`src/rtl/fifo_uart_tx_pkg.sv`:
```
// fifo_uart_tx_pkg: FSM state encoding and default bit time shared by the FIFO-draining UART transmitter
package fifo_uart_tx_pkg;
   typedef enum logic [2:0] {
      IDLE   = 3'd0,
      SETTLE = 3'd1,
      START  = 3'd2,
      DATA   = 3'd3,
      PARITY = 3'd4,
      STOP   = 3'd5
   } state_t;
   localparam int DEF_CLKS_PER_BIT = 16;
endpackage

```
`src/rtl/uart_baud_tick.sv`:
```
// uart_baud_tick: bit-time counter, bit_tick high on the terminal count CLKS_PER_BIT-1
//   clk      in  clock
//   rst_n    in  asynchronous active-low reset
//   clr      in  restart the count at 0 on the next cycle
//   bit_tick out high on the last cycle of each bit time
module uart_baud_tick
   import fifo_uart_tx_pkg::*;
#(
   parameter int CLKS_PER_BIT = DEF_CLKS_PER_BIT
) (
   input  logic clk,
   input  logic rst_n,
   input  logic clr,
   output logic bit_tick
);
   localparam int W = $clog2(CLKS_PER_BIT);
   localparam logic [W-1:0] TERM = W'(CLKS_PER_BIT - 1);
   logic [W-1:0] cnt_q;
   assign bit_tick = cnt_q == TERM;
   always_ff @(posedge clk or negedge rst_n) begin
      if (!rst_n) cnt_q <= '0;
      else cnt_q <= clr || bit_tick ? '0 : cnt_q + 1'b1;
   end
endmodule

```
`src/rtl/fifo_uart_tx.sv`:
```
// fifo_uart_tx: pops bytes from an FWFT FIFO and sends each as a UART frame (optional even parity, 1 or 2 stop bits)
//   clk        in  clock
//   rst_n      in  asynchronous active-low reset
//   ena        in  allows new frames to start
//   fifo_data  in  FIFO read data, valid the cycle after fifo_empty falls
//   fifo_empty in  FIFO empty flag
//   fifo_rd    out one-cycle pop strobe
//   tx         out registered serial line, idle high
//   busy       out high from the pop cycle through the last stop-bit cycle
module fifo_uart_tx
   import fifo_uart_tx_pkg::*;
#(
   parameter int CLKS_PER_BIT = DEF_CLKS_PER_BIT,
   parameter int PARITY_EN    = 0,
   parameter int STOP_BITS    = 1
) (
   input  logic       clk,
   input  logic       rst_n,
   input  logic       ena,
   input  logic [7:0] fifo_data,
   input  logic       fifo_empty,
   output logic       fifo_rd,
   output logic       tx,
   output logic       busy
);
   localparam logic [2:0] LAST_STOP = 3'(STOP_BITS - 1);
   state_t     state_q, state_d;
   logic [7:0] shift_q;
   logic [2:0] idx_q;
   logic       par_q, tx_d, bit_tick, clr;
   // restarting the counter while popping gives the start bit a full bit time
   assign clr = state_q == SETTLE;
   uart_baud_tick #(.CLKS_PER_BIT(CLKS_PER_BIT)) u_baud (
      .clk      (clk),
      .rst_n    (rst_n),
      .clr      (clr),
      .bit_tick (bit_tick)
   );
   always_ff @(posedge clk or negedge rst_n) begin
      if (!rst_n) state_q <= IDLE;
      else state_q <= state_d;
   end
   always_comb begin
      state_d = IDLE;
      case (state_q)
         IDLE:    state_d = ena && !fifo_empty ? SETTLE : IDLE;
         SETTLE:  state_d = fifo_empty ? IDLE : START;
         START:   state_d = bit_tick ? DATA : START;
         DATA:    state_d = !bit_tick || idx_q != 3'd7 ? DATA : PARITY_EN != 0 ? PARITY : STOP;
         PARITY:  state_d = bit_tick ? STOP : PARITY;
         STOP:    state_d = bit_tick && idx_q == LAST_STOP ? IDLE : STOP;
         default: state_d = IDLE;
      endcase
   end
   // tx_d is the line level for the coming cycle, so tx changes together with the state
   always_comb begin
      fifo_rd = state_q == SETTLE && !fifo_empty;
      busy    = fifo_rd || state_q inside {START, DATA, PARITY, STOP};
      tx_d    = fifo_rd ? 1'b0 :
                !(state_q inside {START, DATA, PARITY}) ? 1'b1 :
                !bit_tick ? tx :
                state_q == START ? shift_q[0] :
                state_q == PARITY ? 1'b1 :
                idx_q != 3'd7 ? shift_q[1] :
                PARITY_EN != 0 ? par_q ^ shift_q[0] : 1'b1;
   end
   // idx_q wraps to 0 leaving DATA and is then reused to count stop bits
   always_ff @(posedge clk or negedge rst_n) begin
      if (!rst_n) begin
         shift_q <= '0;
         idx_q   <= '0;
         par_q   <= 1'b0;
         tx      <= 1'b1;
      end else begin
         tx <= tx_d;
         if (fifo_rd) begin
            shift_q <= fifo_data;
            idx_q   <= '0;
            par_q   <= 1'b0;
         end else if (bit_tick && state_q == DATA) begin
            shift_q <= {1'b0, shift_q[7:1]};
            idx_q   <= idx_q + 1'b1;
            par_q   <= par_q ^ shift_q[0];
         end else if (bit_tick && state_q == STOP) begin
            idx_q   <= idx_q + 1'b1;
         end
      end
   end
endmodule
```
`config.mk`:
```
export PLATFORM = sky130hd
export DESIGN_NAME = fifo_uart_tx
export DESIGN_NICKNAME = d
export VERILOG_FILES = /design/src/rtl/fifo_uart_tx_pkg.sv /design/src/rtl/uart_baud_tick.sv /design/src/rtl/fifo_uart_tx.sv
export SDC_FILE = /design/constraint.sdc
export NUM_CORES = 1
export LEC_CHECK = 0
export BUFFER_PORTS_ARGS = -buffer_cell sky130_fd_sc_hd__buf_2
export CAP_MARGIN = 5
export CORE_ASPECT_RATIO = 1.4
export CORE_MARGIN = 5
export CORE_UTILIZATION = 50
export DETAILED_ROUTE_END_ITERATION = 6
export PLACE_DENSITY_LB_ADDON = 0.3
export SLEW_MARGIN = 30
export SYNTH_ARGS = -nofsm -noshare
export SYNTH_HDL_FRONTEND = slang
export SYNTH_SLANG_ARGS = --single-unit
```
`constraint.sdc`:
```
create_clock -name clk -period 1.7 [get_ports clk]
set_input_delay 0.085 -clock clk [delete_from_list [all_inputs] [get_ports clk]]
set_output_delay 0.085 -clock clk [all_outputs]
set_load 0.005 [all_outputs]
```
-- After elaboration in Yosys (flattened, before gate mapping)
Index checks and enable logic that the tools add are counted.
- add/subtract/negate cells: 2
- equality and inequality tests: 8
- muxes and demuxes: 19
- reductions and logical operators: 16
- operators with widths (operator ; number):
    $pmux W3 S6 ; 1
    $mux W8 ; 2
    $mux W3 ; 5
    $mux W1 ; 9
    $eq A3 B2 Y1 const B ; 2
    $eq A3 B3 Y1 const B ; 2
    $logic_not A3 Y1 ; 2
    $ne A3 B3 Y1 const B ; 2
    $reduce_bool A3 Y1 ; 2
    $logic_and A1 B1 Y1 ; 5
    $add A4 B1 Y4 const B ; 1
    $eq A4 B4 Y1 const B ; 1
    $mux W4 ; 1
    $reduce_bool A4 Y1 ; 1
    $add A3 B1 Y3 const B ; 1
    $eq A3 B1 Y1 const B ; 1
    $logic_or A1 B1 Y1 ; 3
    $logic_not A1 Y1 ; 2
    $mux W2 ; 1
    $reduce_bool A2 Y1 ; 1
- register bits: 19
- output and inout port bits: 3

-- Longest topological paths before layout
- depth after elaboration: 7
- mapped depth: 7
- gate-level depth less buffers: 6

-- Cells and area by module
Synthesis repeated with hierarchy kept, for this count alone.
- cell total of the unflattened synthesis: 109
- area, all modules: 1068.5 µm²
- by module, submodules not included (module ; instances ; cells an instance ; area each (µm²) ; seq. area each (µm²)):
    fifo_uart_tx ; 1 ; 96 ; 897.1 ; 376.6
    uart_baud_tick ; 1 ; 13 ; 171.4 ; 100.1

-- Worst setup path after synthesis
No wires, ideal clock.
- kind: register -> register
- from: register state_q[0]
- to: register shift_q[3]
- data arrival time: 1.406 ns
- required time: 1.627 ns
- setup slack: 0.221 ns
- cell stages (with the launch flop): 8
- path buffers: 2
- cell sequence: dfrtp_1 buf_4 or3b_1 or2_1 clkinv_2 buf_6 a21oi_1 a21oi_2
- word-level cells in the longest chain between the ends: 3
- elaborated cells on any way between the ends: 6
- RTL lines (item ; line ; source):
    start: declaration ; fifo_uart_tx.sv:27 ; state_t state_q, state_d;
    start signal: assignment ; fifo_uart_tx.sv:41 ; else state_q <= state_d;
    $eq A3 B1 Y1 (*) ; fifo_uart_tx.sv:57 ; fifo_rd = state_q == SETTLE && !fifo_empty;
    $logic_and A1 B1 Y1 (*) ; fifo_uart_tx.sv:57 ;
    via fifo_rd ; fifo_uart_tx.sv:22 ; output logic fifo_rd,
    $mux W8 or $reduce_bool A2 Y1 (tied branches) ; - ;
    end signal: assignment ; fifo_uart_tx.sv:77 ; shift_q <= fifo_data;
    end signal: assignment ; fifo_uart_tx.sv:81 ; shift_q <= {1'b0, shift_q[7:1]};
    end: declaration ; fifo_uart_tx.sv:28 ; logic [7:0] shift_q;
Mark *: on every way through the listed nets, which the timed path passes. The rest lies on a longest branch.
A chain may end at the register's enable or synchronous reset.

-- Final worst setup path
- from: register state_q[2]
- to: output busy
- word-level cells in the longest chain between the ends: 3
- elaborated cells on any way between the ends: 8
- RTL lines (item ; line ; source):
    $eq A3 B2 Y1, or another cell as far along ; fifo_uart_tx.sv:58 ; busy = fifo_rd || state_q inside {START, DATA, PARITY, STOP};
    $reduce_bool A4 Y1 or $logic_and A1 B1 Y1 (tied branches) ; fifo_uart_tx.sv:58, fifo_uart_tx.sv:57 ;
    $logic_or A1 B1 Y1 (*) ; fifo_uart_tx.sv:58 ;
    end: declaration ; fifo_uart_tx.sv:24 ; output logic busy
Every way passes the cells marked *; elsewhere a longest branch is shown, timed or not.

==> impl_metrics.py <==
metrics = {
    "timing": {
        "fmax_mhz": 606,
        "slew_headroom": 0.723,
        "setup_viol": 0,
        "finalHoldViolCount": 0,
        "finalCritPeriodShare": 0.970,
        "maxSlewViolCount": 0,
        "worst_slew_pin_slew_ps": 416,
        "period_needed_ps": 1650,
        "fin_skew_ps": 4.46,
    },
    "clocking": {
        "insertion_delay_ps": 290,
        "root_buffer": "clkbuf_4",
        "clock_tree.buffer_depth": 2,
        "cts_tree": "built",
        "cts_max_level": 1,
        "cts_buffers": 3,
        "clk_pin_slew_worst_paths_ps": 110,
        "clock_sinks": 19,
    },
    "route": {
        "avgViaCountPerCell": 5.59,
        "wl_per_cell_um": 13.5,
        "drcViolationCount": 0,
        "drtPass1Iterations": 4,
        "drtAntennaViolNets": 0,
        "dr.first_iter.drc_count": 18,
        "drt-total-wl_mm": 2.03,
        "vias": 838,
    },
    "hold_path": {
        "hold_depth": 3,
        "min_path_type": "primary input to flip-flop",
    },
    "synth": {
        "syn_inst": 105,
        "syn_area_per_cell_um2": 9.28,
        "synthArstFlopShare": 1.00,
        "ys.flop_type": "dfrtp_1",
        "ys_ff_latch": 19,
        "synth_area_leaders": "dfrtp_1, a21oi_1, nor2_1, ha_1, nand2_1",
        "yosysWarningCount": 0,
        "synth_top_area_frac": 0.462,
        "syn_area_um2": 975,
        "netlist.top_cell.by_area": "dfrtp_1",
        "synth-edff-count": 0,
        "ys_seq_area_frac": 0.489,
        "synth_cell_types": 33,
        "syn_nets": 121,
    },
    "cells_and_area": {
        "layout_commonest_cell": "dfrtp_1",
        "drive_gt1_frac": 0.271,
        "diodes": 0,
        "final_cells": 150,
        "most-common-layout-cells": "dfrtp_1, nor2_1, a21oi_1, buf_2, nand2_1",
        "final_nets": 146,
        "syn2layout_area_growth_pct": 21.2,
    },
    "power_and_ir_drop": {
        "finalPower_uw": 1710,
        "p_leak_uw": 0.000573,
        "p_per_area_mw_per_mm2": 1450,
        "peakVddDrop_mv": 0.861,
    },
    "worst_setup_path": {
        "slowest_stage": "dfrtp_1",
        "ff2ff_path_depth": 6,
        "rr_startpoint": "state_q[2]$_DFF_PN0_",
        "cp_max_fo": 4,
        "rrSetupSlack_ps": 100,
        "cp_data_required_time_ps": 1620,
        "max_stage_delay_ps": 400,
        "crit_end": "busy",
        "arrival_ps": 1560,
        "cp-start-kind": "flip-flop",
        "r2r_end": "shift_q[6]$_DFFE_PN0P_",
        "cp_top_family": "simple AND/OR/NAND/NOR gates",
        "worst-setup-path-type": "flip-flop to primary output",
        "crit_path_end_kind": "primary output",
        "worst-path-buf-inv": 1,
        "worstSetupStartpoint": "state_q[2]$_DFF_PN0_",
        "crit_chain": "or3b_4 -> or2_4 -> nand3_2 -> buf_2",
        "critical_path_depth": 4,
    },
    "outcome": {
        "outcome": "complete, no violations",
    },
    "global_routing": {
        "antenna_found_initial": 0,
        "grt_first_pass_wirelength_mm": 3.59,
        "grt_pass1_vias": 858,
        "grt_max_degree": 20,
        "grt_util_all_layers": 0.160,
        "gr-total-overflow": 0,
    },
    "placed_design": {
        "placed_cells": 141,
        "io_buffers": 14,
        "hpwl_mm": 1.49,
        "gp_congestion": 0.847,
    },
    "floorplanning": {
        "rows": 19,
        "dieArea_mm2": 0.00294,
        "die_h_um": 62.2,
        "pin_count": 15,
        "core-area_mm2": 0.00190,
        "start_util": 0.513,
        "die_x_um": 47.3,
    },
    "job": {
        "drv_cap": 0,
    },
}
## worst min path at each step
| stage | endpoint | from | slack [ps] |
|---|---|---|---|
| 5_1_grt | shift_q[3]$_DFFE_PN0P_ | fifo_data[3] | 40 |
| 4_1_cts | shift_q[6]$_DFFE_PN0P_ | fifo_data[6] | 20 |
| 3_3_place_gp | state_q[0]$_DFF_PN0_ | rst_n | 50 |
| 6_report | shift_q[3]$_DFFE_PN0P_ | fifo_data[3] | 30 |
| 3_5_place_dp | state_q[2]$_DFF_PN0_ | rst_n | 40 |
| 2_1_floorplan | idx_q[0]$_DFFE_PN0P_ | rst_n | -210 |
## repair_timing
item,CTS,global route
gates resized for setup,5,2
hold buffers,2,0
cloned,0,0
pin swaps,2,2
buffers inserted,2,1
setup endpoints to repair,2,4
hold endpoints to repair,19,0
## state kept, by name, indices dropped and copies added (netlist names)
register	cells
idx_q	3
shift_q	8
state_q	3
tx	1
u_baud.cnt_q	4
## cell families (layout without fill, tap and decap cells)
kind of cell	after synthesis	after routing	synth area share
AO/OA/AOI/OAI	25	25	0.155
XOR/XNOR	3	3	0.0270
adder cells (fa/ha/maj)	4	4	0.0513
buffers and inverters	7	31	0.0411
flip-flops	19	19	0.489
multiplexers	2	2	0.0205
AND/OR/NAND/NOR	45	45	0.216
## layout make-up
cell class                      instances  area, um2
Clock buffer                            4       26.3
Fill cell                             165        721
Inverter                                3       23.8
Multi-Input combinational cell         79        472
Sequential cell                        19        477
Tap cell                               21       26.3
Timing Repair Buffer                   24        156
## worst min-delay path, stage by stage
cell and delay, ps:
buf_2 70, nor2_1 40, a21oi_2 80
## Yosys cell counts (2+ instances only)
cell type   n
mux2i_1     2
ha_1        4
nand3_1     5
nand2_1    11
nor2_1     16
a21oi_2     4
or2_1       2
nand2b_1    2
a21oi_1    14
inv_1       2
xor2_1      2
dfrtp_1    18
and3_1      3
## per-layer routing
layer  GRT usage  wire length (um)
met1       0.195               811
met4      0.0761                41
met3      0.0347                85
met5           0                 0
met2       0.255              1090
## per-stage QoR
step	cell area, um2	hold slack (ps)	worst slack [ps]	setup TNS (ps)	utilization
6_report	1180	29.3	50.5	0	0.621
5_1_grt	1180	38.5	-5.43	-5.43	0.621
4_1_cts	1160	22.4	11.6	0	0.612
3_5_place_dp	1080	44.3	136	0	0.568
3_3_place_gp	1080	47.4	160	0	0.568
2_1_floorplan	975	-211	221	0	-
## power by group
part	switching, uW	internal (uW)	total, uW
registers	145	660	805
logic	342	340	682
clock network	134	91.1	226
(Power assumes the default switching activity.)
